--- src/rtl/ternary_spi_shifter.sv ---
// Ternary SPI word shifter: sends an N-trit word MSB-trit first on O_mosi with a ternary SCK and captures I_miso.
// Optional check trit enabled by defining TERNARY_SPI_PARITY_EN.
module ternary_spi_shifter #(
  parameter int TRITS   = 6,
  parameter int CLK_DIV = 2
) (
  input  logic               I_clk,
  input  logic               I_rst_n,
  input  logic [2*TRITS-1:0] I_tx_data,
  input  logic               I_tx_valid,
  output logic               O_tx_ready,
  output logic [2*TRITS-1:0] O_rx_data,
  output logic               O_rx_valid,
  output logic               O_err,
  output logic               O_busy,
  output logic [1:0]         O_mosi,
  output logic [1:0]         O_sck,
  input  logic [1:0]         I_miso,
  output logic [1:0]         O_dbg_state
);

  // Handshake: a word transfers on the rising edge where I_tx_valid && O_tx_ready;
  // the sender holds I_tx_data stable until then, and O_tx_ready is high only in IDLE.

  localparam logic [1:0] T_ZERO  = 2'b00;
  localparam logic [1:0] T_PLUS  = 2'b01;
  localparam logic [1:0] T_MINUS = 2'b10;

`ifdef TERNARY_SPI_PARITY_EN
  localparam int NT = TRITS + 1;
`else
  localparam int NT = TRITS;
`endif
  localparam int CW = (NT > 1) ? $clog2(NT) : 1;
  localparam int PW = (CLK_DIV > 1) ? $clog2(CLK_DIV) : 1;
  localparam logic [PW-1:0] PH_LAST = PW'(CLK_DIV - 1);
  localparam logic [CW-1:0] TR_LAST = CW'(NT - 1);

  typedef enum logic [1:0] {
    S_IDLE = 2'd0,
    S_HI   = 2'd1,
    S_LO   = 2'd2
  } state_t;

  state_t             state, state_nxt;
  logic [PW-1:0]      phase_cnt;
  logic [CW-1:0]      trit_cnt;
  logic [2*TRITS-1:0] tx_shift;
  logic [2*TRITS-1:0] rx_shift;
  logic [2*TRITS-1:0] rx_next;
  logic [2*TRITS-1:0] rx_data;
  logic               rx_valid;
  logic               err_acc;
  logic               err_out;
  logic               accept;
  logic               phase_last;
  logic               trit_last;
  logic [1:0]         miso_clean;
  logic [1:0]         cur_trit;

`ifdef TERNARY_SPI_PARITY_EN
  localparam logic [CW-1:0] TR_CHECK = CW'(TRITS);
  logic [1:0] tx_chk;
  logic [1:0] rx_sum;
  logic       is_check;

  // Trit codes ZERO/PLUS/MINUS coincide with residues 0/1/2, so a residue is its own check trit.
  function automatic logic [1:0] mod3_add(input logic [1:0] acc, input logic [1:0] t);
    logic [2:0] s;
    s = {1'b0, acc} + {1'b0, (t == 2'b11) ? T_ZERO : t};
    if (s >= 3'd3) s = s - 3'd3;
    return s[1:0];
  endfunction

  function automatic logic [1:0] word_sum(input logic [2*TRITS-1:0] w);
    logic [1:0] s;
    s = T_ZERO;
    for (int k = 0; k < TRITS; k++) s = mod3_add(s, w[2*k +: 2]);
    return s;
  endfunction

  assign is_check = (trit_cnt == TR_CHECK);
  assign cur_trit = is_check ? tx_chk : tx_shift[2*TRITS-1 -: 2];
`else
  assign cur_trit = tx_shift[2*TRITS-1 -: 2];
`endif

  assign accept     = (state == S_IDLE) && I_tx_valid;
  assign phase_last = (phase_cnt == PH_LAST);
  assign trit_last  = (trit_cnt == TR_LAST);
  assign miso_clean = (I_miso == 2'b11) ? T_ZERO : I_miso;

  always_comb begin
    rx_next      = rx_shift << 2;
    rx_next[1:0] = miso_clean;
  end

  always_ff @(posedge I_clk or negedge I_rst_n) begin
    if (!I_rst_n) state <= S_IDLE;
    else          state <= state_nxt;
  end

  always_comb begin
    state_nxt  = state;
    O_tx_ready = 1'b0;
    O_busy     = 1'b1;
    O_sck      = T_ZERO;
    O_mosi     = T_ZERO;
    case (state)
      S_IDLE: begin
        O_tx_ready = 1'b1;
        O_busy     = 1'b0;
        if (accept) state_nxt = S_HI;
      end
      S_HI: begin
        O_sck  = T_PLUS;
        O_mosi = (cur_trit == 2'b11) ? T_ZERO : cur_trit;
        if (phase_last) state_nxt = S_LO;
      end
      S_LO: begin
        O_sck  = T_MINUS;
        O_mosi = (cur_trit == 2'b11) ? T_ZERO : cur_trit;
        if (phase_last) state_nxt = trit_last ? S_IDLE : S_HI;
      end
      default: state_nxt = S_IDLE;
    endcase
  end

  always_ff @(posedge I_clk or negedge I_rst_n) begin
    if (!I_rst_n) begin
      phase_cnt <= '0;
      trit_cnt  <= '0;
      tx_shift  <= '0;
      rx_shift  <= '0;
      rx_data   <= '0;
      rx_valid  <= 1'b0;
      err_acc   <= 1'b0;
      err_out   <= 1'b0;
`ifdef TERNARY_SPI_PARITY_EN
      tx_chk    <= T_ZERO;
      rx_sum    <= T_ZERO;
`endif
    end else begin
      rx_valid <= 1'b0;
      case (state)
        S_IDLE: begin
          if (accept) begin
            tx_shift  <= I_tx_data;
            rx_shift  <= '0;
            err_acc   <= 1'b0;
            err_out   <= 1'b0;
            phase_cnt <= '0;
            trit_cnt  <= '0;
`ifdef TERNARY_SPI_PARITY_EN
            tx_chk    <= word_sum(I_tx_data);
            rx_sum    <= T_ZERO;
`endif
          end
        end
        S_HI: begin
          if (phase_last) begin
            phase_cnt <= '0;
`ifdef TERNARY_SPI_PARITY_EN
            if (is_check) begin
              err_acc <= err_acc | (I_miso != rx_sum);
            end else begin
              rx_shift <= rx_next;
              rx_sum   <= mod3_add(rx_sum, I_miso);
              err_acc  <= err_acc | (I_miso == 2'b11);
            end
`else
            rx_shift <= rx_next;
            err_acc  <= err_acc | (I_miso == 2'b11);
`endif
          end else begin
            phase_cnt <= phase_cnt + PW'(1);
          end
        end
        S_LO: begin
          if (phase_last) begin
            phase_cnt <= '0;
            if (trit_last) begin
              trit_cnt <= '0;
              rx_data  <= rx_shift;
              err_out  <= err_acc;
              rx_valid <= 1'b1;
            end else begin
              trit_cnt <= trit_cnt + CW'(1);
              tx_shift <= tx_shift << 2;
            end
          end else begin
            phase_cnt <= phase_cnt + PW'(1);
          end
        end
        default: ;
      endcase
    end
  end

  assign O_rx_data   = rx_data;
  assign O_rx_valid  = rx_valid;
  assign O_err       = err_out;
  assign O_dbg_state = state;

endmodule

--- config.mk ---
export PLATFORM = sky130hd
export DESIGN_NAME = ternary_spi_shifter
export DESIGN_NICKNAME = d
export VERILOG_FILES = /design/src/rtl/ternary_spi_shifter.sv
export SDC_FILE = /design/constraint.sdc
export NUM_CORES = 1
export LEC_CHECK = 0
export ABC_AREA = 1
export BUFFER_PORTS_ARGS = -buffer_cell sky130_fd_sc_hd__buf_4
export CORE_MARGIN = 5
export CORE_UTILIZATION = 30
export DETAILED_ROUTE_END_ITERATION = 8
export PLACE_DENSITY_LB_ADDON = 0.12
export SYNTH_ARGS = -nofsm -noshare
export SYNTH_HDL_FRONTEND = slang
export SYNTH_SLANG_ARGS = --single-unit
--- constraint.sdc ---
create_clock -name I_clk -period 1.56 [get_ports I_clk]
set_input_delay 0 -clock I_clk [delete_from_list [all_inputs] [get_ports I_clk]]
set_output_delay 0 -clock I_clk [all_outputs]
set_load 0.005 [all_outputs]
# Yosys cells after proc, flatten, opt, wreduce, memory -nomap -nowiden
# Index checks and enable logic that the tools add are counted.
# totals
ff_bits	45
in_bits	17
# classes
n_addsub	2
n_eq_ne	10
n_mux	33
n_bitwise	1
reduce_logical	13
# op_table
op	count
$mux W12	5
$pmux W12 S2	2
$mux W2	6
$reduce_and A3 Y1	4
$mux W1	11
$ne A2 B2 Y1 const B	5
$mux W3	3
$reduce_and A4 Y1	2
$eq A2 B2 Y1 const B	3
$pmux W1 S2	3
$pmux W2 S3	1
$pmux W3 S2	1
$reduce_bool A2 Y1	3
$pmux W2 S2	1
$add A3 B1 Y3 const B	1
$eq A3 B3 Y1 const B	1
$eq A2 B1 Y1 const B	1
$logic_not A2 Y1	1
$reduce_and A2 Y1	1
$reduce_or A2 Y1	1
$add A1 B1 Y1 const B	1
$logic_and A1 B1 Y1	1
$or A1 B1 Y1	1

# Longest topological paths before layout
# Gate-level depths: netlist of run 1.
# logic_depth
ltp_word	4
ltp_mapped	9

# Worst setup path after synthesis of run 1
# Ideal clock, no wire load.
# synth_path
kind	register to register
start	register state[0] (netlist: O_dbg_state[0])
end	register tx_shift[10]
setup_ns	0.116
t_arrival_ns	1.448
t_required_ns	1.444
path_slack_ns	-0.004
path_stages_with_launch	10
n_path_buf	1
period_less_slack_ns	1.564
path_cell_list	dfrtp_1 inv_1 ha_1 nand2_1 nand2_1 nor2_4 nand2_2 buf_4 nand2_1 nand2_1
# synth_via
elab_chain_len	4
word_cells_on_any_way	9
classes_between	eq/ne (4); mux (1); reduce/logical (4)
# synth_lines
element	line	rtl
start, declared	45	state_t state, state_nxt;
start signal, assigned	100	else state <= state_nxt;
$logic_not A2 Y1	88, 145	
$logic_and A1 B1 Y1	88	assign accept = (state == S_IDLE) && I_tx_valid;
$ne A2 B2 Y1 (no line)	--	
$reduce_and A4 Y1 (no line)	--	
end signal, assigned	148	tx_shift <= I_tx_data;
end signal, assigned	189	tx_shift <= tx_shift << 2;
end, declared	48	logic [2*TRITS-1:0] tx_shift;
# Several ways; a longest one is shown, not always the timed one.
# A chain may end at the register's enable or synchronous reset.

# Final worst setup path of run 1
# layout_path
start	register state[0] (netlist: O_dbg_state[0])
end	output O_sck[1]
# layout_via
elab_chain_len	2
word_cells_on_any_way	3
classes_between	eq/ne (2); mux (1)
# layout_lines
element	line	rtl
$eq A2 B2 Y1 / $eq A2 B1 Y1 (equally long branches)	109	case (state)
$pmux W2 S2 (*)	109	
end, declared	17	output logic [1:0] O_sck,
# Every way passes the cells marked *; elsewhere a longest branch is shown, timed or not.

==> flow_metrics.env, run 1 <==
export IMPL_status="complete, no violations"
export IMPL_route_met2_wl_um=2477
export IMPL_drv_cap=0
export IMPL_combinationalPowerShare_pct=50.1
export IMPL_finalNonFillerCells=420
export IMPL_maxSlewHeadroom_pct=60.28
export IMPL_grt_pass1_vias=1774
export IMPL_die_y_um=94.40
export IMPL_cts_buffers=5
export IMPL_yosysWarnings=0
export IMPL_top_layer_used="met4"
export IMPL_routed_via_count=1806
export IMPL_cp_slowest_stage_delay_ps=390
export IMPL_slew_viol_final=0
export IMPL_place_area_um2=2589
export IMPL_min_period_ps=1504
export IMPL_fp_coreArea_um2=6869
export IMPL_pwr_share_seq_pct=34.9
export IMPL_criticalPathCategory="reg2out"
export IMPL_power_share_clock_pct=15.0
export IMPL_antenna_cells=0
export IMPL_dr_pass1_iters=4
export IMPL_dr_wl_met3_um=215
export IMPL_netlist_area_um2=2137
export IMPL_dp_hpwl_um=3405
export IMPL_swShare_pct=41.38
export IMPL_tns_ps=0
export IMPL_end_kind="primary output"
export IMPL_worst_slack_ps=56.35
export IMPL_clock_latency_ps=300
export IMPL_crit_fanout=9
export IMPL_tightest_slew_ps=595.8
export IMPL_cp_start_kind="flip-flop"
export IMPL_hold_class="in2reg"
export IMPL_cts_max_level=2
export IMPL_leakage_nw=1.478
export IMPL_required_ps=1560
export IMPL_start_util_pct=31.11
export IMPL_layout_drive_gt1_share_pct=25.00
export IMPL_p_sw_mw=1.954
export IMPL_finalInstanceArea_um2=2829
export IMPL_setup_viol=0
export IMPL_viasPerCell=4.300
export IMPL_pre_cts_ws_ps=35.54
export IMPL_power_mw=4.722
export IMPL_fin_skew_ps=9.840
export IMPL_syn2layout_area_growth_pct=32.38
export IMPL_cts_buffer_depth=2
export IMPL_die_area_um2=8911
export IMPL_dpl_cell_count=403
export IMPL_grt_overflow_total=0
export IMPL_finalCritPeriodShare_pct=96.39
export IMPL_syn_inst=268
export IMPL_clkSinkCount=45
export IMPL_clkTransAtPathRegs_ps=90
export IMPL_grt_usage_pct=12.28
export IMPL_first_iter_violations=63
export IMPL_critPathSlowestCell="dfrtp_1"
export IMPL_port_buffers=38
export IMPL_report_final_hold_viol_count=0
export IMPL_rsz0062_at_grt="yes"
export IMPL_nets=345
export IMPL_syn_area_per_cell_um2=7.974
export IMPL_grt_pass1_wl_um=8514
export IMPL_cts_root_buf="clkbuf_8"
export IMPL_p_int_mw=2.768
export IMPL_syn_nets=290
export IMPL_synth_seq_area_share_pct=52.69
export IMPL_fillCellCount=726
export IMPL_gp_routability_congestion=0.7849
export IMPL_ant_nets=0
export IMPL_synth_cell_type_count=19
export IMPL_wl_um=5148
export IMPL_wl_met1_um=2371
export IMPL_grt_max_degree=46
export IMPL_fmax_ghz=0.6651
export IMPL_routedWlPerCell_um=12.26
export IMPL_peakVddDrop_mv=0.5773
export IMPL_drc=0
export IMPL_critPathArrivalTime_ps=1500
export IMPL_yosys_register_bits=45
export IMPL_worstPathCellList="inv_2 > ha_2 > buf_4 > buf_4 > buf_4"
export IMPL_antenna_found_initial=0
export IMPL_power_density_nw_per_um2=1669
export IMPL_die_w_um=94.40
export IMPL_io_pins=39
export IMPL_cts_tree="done"
export IMPL_cpMostUsedCell="buf_4"
export IMPL_row_count=30
## flip-flops by register name, indices dropped and copies added (netlist names)
signal       count
O_dbg_state      2
O_err            1
O_rx_data       12
O_rx_valid       1
err_acc          1
phase_cnt        1
rx_shift        12
trit_cnt         3
tx_shift        12
## layout by cell type, fill, tap and decap left out
cell type	count
nand2_1	119
clkbuf_8	5
buf_12	1
o21ai_0	10
a21oi_1	2
nor2_4	1
o21ai_1	21
ha_2	1
dfrtp_1	45
ha_4	2
nand2_2	4
nand3_1	17
nand2_4	4
buf_4	51
nor2_2	1
nor2_1	8
ha_1	2
inv_2	4
clkbuf_1	3
nand4_4	1
inv_1	10
dlygate4sd3_1	5
buf_6	3
o211ai_2	1
nand3_2	2
nor3_1	1
## power groups by stage
stage | combinational, mW | sequential [mW] | clock (mW)
finish | 2.37 | 1.65 | 0.710
global route | 2.74 | 1.69 | 0.789
CTS | 2.09 | 1.64 | 0.746
floorplan | 1.38 | 1.64 | 0
global placement | 2.06 | 1.66 | 0
detailed placement | 2.07 | 1.66 | 0
## metal layers
metal / GRT usage (%) / vias to the layer above
li1: - / 953
met1: 16.11 / 815
met2: 19.92 / 30
met3: 2.550 / 8
met4: 4.693 / 0
met5: 0 / -
## path summary, 6_finish.rpt
path / cells after the start / slack [ps] / end / startpoint
max: 5 / 60 / O_sck[1] / O_dbg_state[0]
min: 5 / 20 / tx_shift[11] / I_tx_data[11]
max reg2reg: 8 / 80 / tx_shift[6] / O_dbg_state[1]
min reg2reg: 2 / 480 / tx_shift[1] / tx_shift[1]
max in group asynchronous: 2 / 910 / rx_shift[2] / I_rst_n
min in group asynchronous: 2 / 240 / tx_shift[10] / I_rst_n
## kinds of logic after synthesis
logic type	Yosys count	share of synthesized area, %
flip-flops	45	52.69
AND/OR/NAND/NOR	157	30.15
AO/OA/AOI/OAI	34	8.314
adder cells (fa/ha/maj)	5	2.927
buffers and inverters	27	5.913
## metrics by stage
step	util (%)	hold slack [ps]
6_report	41.18	20.53
5_1_grt	41.18	48.71
3_5_place_dp	37.69	50.59
3_3_place_gp	37.69	55.77
4_1_cts	39.58	13.60
2_1_floorplan	-	-295.6
## critical path, delay by kind of cell (launching register included)
| kind | cells | cell delay (ps) |
|---|---|---|
| buffers and inverters | 4 | 570 |
| DFF | 1 | 390 |
| adders and majority gates | 1 | 240 |
## synthesized netlist by cell type, drive strengths merged
master,n,share of area [%]
o21ai,31,7.3
clkbuf,3,0.53
o211ai,1,0.59
inv,14,2.5
a21oi,2,0.47
nor2,10,2.2
nand2,126,22
dfrtp,45,53
nor3,1,0.23
buf,10,2.9
nand4,1,1.0
nand3,19,4.4
ha,5,2.9
## final cells by class
type | instances | area [µm²] | area share, %
timing repair buffer | 60 | 486.7 | 17.20
tap | 96 | 120.1 | 4.246
clock buffer | 8 | 80.08 | 2.831
inverter | 14 | 52.55 | 1.858
multi-input combinational | 197 | 963.4 | 34.06
sequential | 45 | 1126 | 39.81
## repair_timing
item,in CTS,in global routing
hold buffers,5,0
setup buffers,0,2
endpoints found under the setup margin,0,18
endpoints found under the hold margin,49,0
gates resized for setup,0,23
Note: power is estimated with default switching activity, not from simulation.
==> inputs of run 2 (changes only) <==
Settings changed: CELL_PAD_IN_SITES_DETAIL_PLACEMENT set to 0, CELL_PAD_IN_SITES_GLOBAL_PLACEMENT set to 1.
==> flow_metrics.env, run 2 (synthesized netlist as in run 1, its figures left out) <==
export IMPL_maxSlewHeadroom_pct=59.99
export IMPL_grt_pass1_vias=1913
export IMPL_dpl_cell_count=402
export IMPL_first_iter_violations=56
export IMPL_antenna_cells=0
export IMPL_io_pins=39
export IMPL_start_util_pct=31.11
export IMPL_finalCritPeriodShare_pct=93.19
export IMPL_layout_common_cells="nand2_1 (122), buf_4 (52), dfrtp_1 (44)"
export IMPL_cts_buffer_depth=2
export IMPL_end_kind="flip-flop"
export IMPL_die_area_um2=8911
export IMPL_peakVddDrop_mv=0.4551
export IMPL_clock_latency_ps=300
export IMPL_cts_tree="done"
export IMPL_die_w_um=94.40
export IMPL_power_density_nw_per_um2=1719
export IMPL_grt_overflow_total=0
export IMPL_finalNonFillerCells=420
export IMPL_status="complete, no violations"
export IMPL_wl_um=5262
export IMPL_clkTransAtPathRegs_ps=90
export IMPL_grt_pass1_wl_um=8949
export IMPL_min_period_ps=1454
export IMPL_clkSinkCount=45
export IMPL_hold_ws_ps=27.59
export IMPL_cp_start_kind="flip-flop"
export IMPL_ant_nets=0
export IMPL_fillCellCount=711
export IMPL_finalInstanceArea_um2=2859
export IMPL_antenna_found_initial=0
export IMPL_place_area_um2=2581
export IMPL_hold_class="in2reg"
export IMPL_report_final_hold_viol_count=0
export IMPL_fmax_ghz=0.6879
export IMPL_routedWlPerCell_um=12.53
export IMPL_syn2layout_area_growth_pct=33.78
export IMPL_required_ps=1760
export IMPL_cts_max_level=2
export IMPL_fin_skew_ps=7.286
export IMPL_grt_usage_pct=12.57
export IMPL_grt_max_degree=46
export IMPL_drv_cap=0
export IMPL_die_y_um=94.40
export IMPL_crit_fanout=8
export IMPL_drc=0
export IMPL_leakage_nw=1.485
export IMPL_port_buffers=38
export IMPL_final_common_cell="nand2_1"
export IMPL_row_count=30
export IMPL_rsz0062_at_grt="no"
export IMPL_cts_root_buf="clkbuf_8"
export IMPL_criticalPathCategory="reg2reg"
export IMPL_tightest_slew_ps=600.2
export IMPL_slew_viol_final=0
export IMPL_viasPerCell=4.448
export IMPL_setup_viol=0
export IMPL_tns_ps=0
export IMPL_fp_coreArea_um2=6869
export IMPL_gp_routability_congestion=0.7815
export IMPL_nets=345
export IMPL_dp_hpwl_um=3577
export IMPL_cts_buffers=5
export IMPL_critPathArrivalTime_ps=1650
export IMPL_routed_via_count=1868
export IMPL_layout_drive_gt1_share_pct=25.00
export IMPL_dr_pass1_iters=4
## run 2: cell types whose count changed in the layout (fill, tap and decap cells not counted), moves of 2 or more
| cell | previous run | this run |
|---|---|---|
| clkbuf_1 | 3 | 0 |
| nand2_1 | 119 | 122 |
| nand2_2 | 4 | 2 |
| nand3_1 | 17 | 19 |
| nand3_2 | 2 | 0 |
## run 2: layer usage
| layer | global-route usage, % | up-vias | wire length (µm) |
|---|---|---|---|
| met5 | 0 | - | 0 |
| met4 | 2.888 | 0 | 21 |
| met3 | 2.629 | 3 | 189 |
| met2 | 20.69 | 28 | 2574 |
| met1 | 16.99 | 878 | 2477 |
| li1 | - | 959 | - |
## run 2: stage by stage
stage / util, % / setup WS [ps] / total power, mW
floorplan: - / 23.49 / 3.017
global placement: 37.58 / 26.30 / 3.757
detailed placement: 37.58 / 6.816 / 3.755
CTS: 40.09 / 54.65 / 4.723
global route: 41.62 / 3.651 / 5.370
finish: 41.62 / 106.2 / 4.915
## run 2: worst paths after layout
| check | start | endpoint | slack, ps | cells after the start |
|---|---|---|---|---|
| max in group asynchronous | I_rst_n | O_dbg_state[1] | 860 | 2 |
| min reg2reg | tx_shift[3] | tx_shift[3] | 480 | 2 |
| max reg2reg | O_dbg_state[1] | tx_shift[10] | 110 | 8 |
| min in group asynchronous | I_rst_n | tx_shift[11] | 240 | 2 |
| min | I_tx_data[9] | tx_shift[9] | 30 | 5 |
| max | O_dbg_state[1] | tx_shift[10] | 110 | 8 |
## run 2: repair_timing
item / 4_1_cts / 5_1_grt
endpoints found under the hold margin: 49 / 0
resized for setup: 1 / 20
pin swaps: 0 / 3
setup endpoints to repair: 1 / 26
cloned: 0 / 2
hold buffers: 5 / 0
buffers inserted: 0 / 3
## run 2: critical path, stage by stage (launching register included)
cell and delay [ps]:
dfrtp_2 450, buf_4 150, ha_4 170, buf_4 170
buf_4 170, nand2_1 60, nand2_1 60, nand3_1 80
nand2_1 50
## run 2: area by class of cell
type | instances | area (µm²) | share of cell area [%]
Tap cell | 96 | 120.1 | 4.201
Multi-Input combinational cell | 197 | 950.9 | 33.26
Clock buffer | 6 | 82.58 | 2.888
Clock inverter | 2 | 37.54 | 1.313
Sequential cell | 45 | 1127 | 39.43
Inverter | 14 | 57.56 | 2.013
Timing Repair Buffer | 60 | 483.0 | 16.89
## run 2: power by group
group,internal (mW),switching (mW)
Combinational,0.964,1.36
Sequential,1.46,0.197
Clock,0.521,0.411
==> inputs of run 3 (changes only) <==
Settings changed: ABC_AREA 1 to unset, CTS_CLUSTER_SIZE set to 25, PLACE_DENSITY_LB_ADDON 0.12 to 0.1.
==> flow_metrics.env, run 3 <==
export IMPL_status="complete, but fails checks"
export IMPL_violations="setup timing"
export IMPL_min_period_ps=1713
export IMPL_tightest_slew_ps=580.7
export IMPL_cts_buffer_depth=2
export IMPL_p_int_mw=2.951
export IMPL_yosys_register_bits=45
export IMPL_required_ps=1740
export IMPL_syn_area_per_cell_um2=13.18
export IMPL_critPathArrivalTime_ps=1900
export IMPL_syn_inst=158
export IMPL_syn2layout_area_growth_pct=40.69
export IMPL_layout_common_cells="buf_4 (57), dfrtp_1 (43), mux2_2 (24)"
export IMPL_maxSlewHeadroom_pct=61.29
export IMPL_cts_tree="done"
export IMPL_crit_buf_inv=2
export IMPL_die_y_um=93.31
export IMPL_antenna_found_initial=0
export IMPL_cp_slowest_stage_delay_ps=430
export IMPL_viasPerCell=4.866
export IMPL_yosysMostFrequentCell="dfrtp_1"
export IMPL_yosysTopAreaCellShare_pct=54.09
export IMPL_port_buffers=38
export IMPL_nets=246
export IMPL_yosys_area_top_type="dfrtp_1"
export IMPL_leakage_nw=1.419
export IMPL_io_pins=39
export IMPL_dp_hpwl_um=3079
export IMPL_async_reset_ff_share_pct=100.0
export IMPL_cp_start_kind="flip-flop"
export IMPL_drv_cap=0
export IMPL_antenna_cells=0
export IMPL_cp_top_family="multiplexers"
export IMPL_synth_cell_type_count=39
export IMPL_row_count=30
export IMPL_finalCritPeriodShare_pct=109.8
export IMPL_die_w_um=93.31
export IMPL_yosysWarnings=0
export IMPL_die_area_um2=8706
export IMPL_synth_seq_area_share_pct=54.09
export IMPL_peakVddDrop_mv=0.5757
export IMPL_criticalPathCategory="reg2reg"
export IMPL_combinationalPowerShare_pct=47.4
export IMPL_dr_pass1_iters=4
export IMPL_final_util_pct=43.35
export IMPL_fp_coreArea_um2=6756
export IMPL_ant_nets=0
export IMPL_gp_routability_congestion=0.6948
export IMPL_grt_max_degree=46
export IMPL_crit_fanout=12
export IMPL_report_final_hold_viol_count=0
export IMPL_rsz0062_at_grt="yes"
export IMPL_netlist_area_um2=2082
export IMPL_synthTopCellsByArea="dfrtp_1 (54%), mux2_2 (17%), a22o_1 (4.2%), ha_1 (3.0%), mux2i_1 (1.4%)"
export IMPL_grt_pass1_vias=1593
export IMPL_first_iter_violations=51
export IMPL_pwr_share_seq_pct=36.3
export IMPL_syn_nets=180
export IMPL_drc=0
export IMPL_grt_pass1_wl_um=8059
export IMPL_final_common_cell="buf_4"
export IMPL_power_density_nw_per_um2=1528
export IMPL_cts_root_buf="clkbuf_8"
export IMPL_fillCellCount=610
export IMPL_grt_overflow_total=0
export IMPL_fin_skew_ps=5.156
export IMPL_synth_common_cells="dfrtp_1 (45), mux2_2 (32), a22o_1 (10)"
export IMPL_start_util_pct=30.81
export IMPL_critPathSlowestCell="dfrtp_2"
export IMPL_routed_via_count=1484
export IMPL_multi_input_area_um2=1052
export IMPL_clkSinkCount=45
export IMPL_cts_max_level=2
export IMPL_cts_buffers=5
export IMPL_end_kind="flip-flop"
export IMPL_worst_slack_ps=-152.7
export IMPL_p_sw_mw=1.524
export IMPL_power_share_clock_pct=16.3
export IMPL_hold_class="in2reg"
export IMPL_tns_ps=-1868
export IMPL_synth_edff_count=0
export IMPL_routedWlPerCell_um=15.20
export IMPL_layout_drive_gt1_share_pct=58.67
export IMPL_slew_viol_final=0
export IMPL_synth_main_ff_cell="dfrtp_1"
export IMPL_clock_latency_ps=290
export IMPL_swShare_pct=34.05
export IMPL_setup_viol=37
export IMPL_regArea_um2=1129
export IMPL_worstPathCellList="inv_2 > ha_4 > mux2i_2 > nor3_4 > buf_12 > mux2_2"
export IMPL_grt_usage_pct=11.70
export IMPL_clkTransAtPathRegs_ps=90
export IMPL_fmax_ghz=0.5839
export IMPL_wl_um=4637
==> run 3: changes by cell type after synthesis, moves of 4 or more <==
cell / previous run / this run
nand3_1: 19 / 1
inv_1: 11 / 7
nor2_1: 8 / 3
mux2_2: 0 / 32
a22o_1: 0 / 10
nand2_1: 125 / 5
o21ai_1: 20 / 0
o21ai_0: 11 / 5
==> run 3: cell families (layout without fill, tap and decap cells) <==
logic type,count (synthesis),in the layout,synth area share (%)
adder cells (fa/ha/maj),5,5,3.005
AO/OA/AOI/OAI,28,28,10.58
buffers and inverters,16,81,4.147
multiplexers,36,36,19.47
flip-flops,45,45,54.09
AND/OR/NAND/NOR,28,30,8.715
==> run 3: path summary, 6_finish.rpt <==
check / end / startpoint / cells past startpoint / slack (ps)
worst max-delay path: tx_shift[11] / O_dbg_state[1] / 6 / -150
worst min-delay path: tx_shift[8] / I_tx_data[8] / 3 / 60
worst max register to register: tx_shift[11] / O_dbg_state[1] / 6 / -150
worst min register to register: tx_shift[9] / tx_shift[9] / 1 / 510
max in group asynchronous: phase_cnt / I_rst_n / 2 / 890
min in group asynchronous: O_rx_data[1] / I_rst_n / 2 / 240
==> run 3: worst min-delay path, cell delays in order <==
cell	delay (ps)
buf_4	70
mux2_2	130
mux2_4	120
==> run 3: routing by layer <==
metal	up-vias	GRT usage, %	wire length (µm)
met5	-	0	0
met4	0	2.930	55
met3	8	2.896	190
met2	33	19.83	2361
met1	736	14.91	2030
li1	707	-	-
==> run 3: power by group through the flow <==
stage | Combinational (mW) | Sequential [mW] | Clock, mW
3_5_place_dp | 1.91 | 1.62 | 0
6_report | 2.12 | 1.62 | 0.729
3_3_place_gp | 1.86 | 1.62 | 0
4_1_cts | 2.11 | 1.63 | 0.760
2_1_floorplan | 1.29 | 1.58 | 0
5_1_grt | 2.31 | 1.67 | 0.797
==> run 3: timing repair <==
action | in CTS | in global routing
resized for setup | 18 | 8
cloned | 2 | 0
setup buffers | 3 | 0
hold buffers | 5 | 0
pin swaps | 16 | 3
endpoints found under the setup margin | 42 | 43
hold endpoints to repair | 48 | 0
==> run 3: layout make-up <==
class                   instances  share of cell area (%)
clock buffers                   5                   2.349
clock inverters                 3                  0.7262
inverters                       7                  0.8971
multi-input cells              99                   35.92
flip-flops and latches         45                   38.53
well taps                      80                   3.417
repair buffers                 66                   18.15
==> run 3: metrics by stage <==
| stage | setup slack, ps | instance area (µm²) | instances | hold WS (ps) | total power [mW] |
|---|---|---|---|---|---|
| 3_3_place_gp | -134.6 | 2646 | 287 | 35.11 | 3.485 |
| 2_1_floorplan | -210.9 | 2187 | 158 | -295.6 | 2.867 |
| 5_1_grt | -231.7 | 2929 | 305 | 54.94 | 4.770 |
| 6_report | -152.7 | 2929 | 305 | 56.23 | 4.474 |
| 3_5_place_dp | -162.3 | 2646 | 287 | 43.54 | 3.530 |
| 4_1_cts | -162.5 | 2915 | 305 | 47.90 | 4.492 |
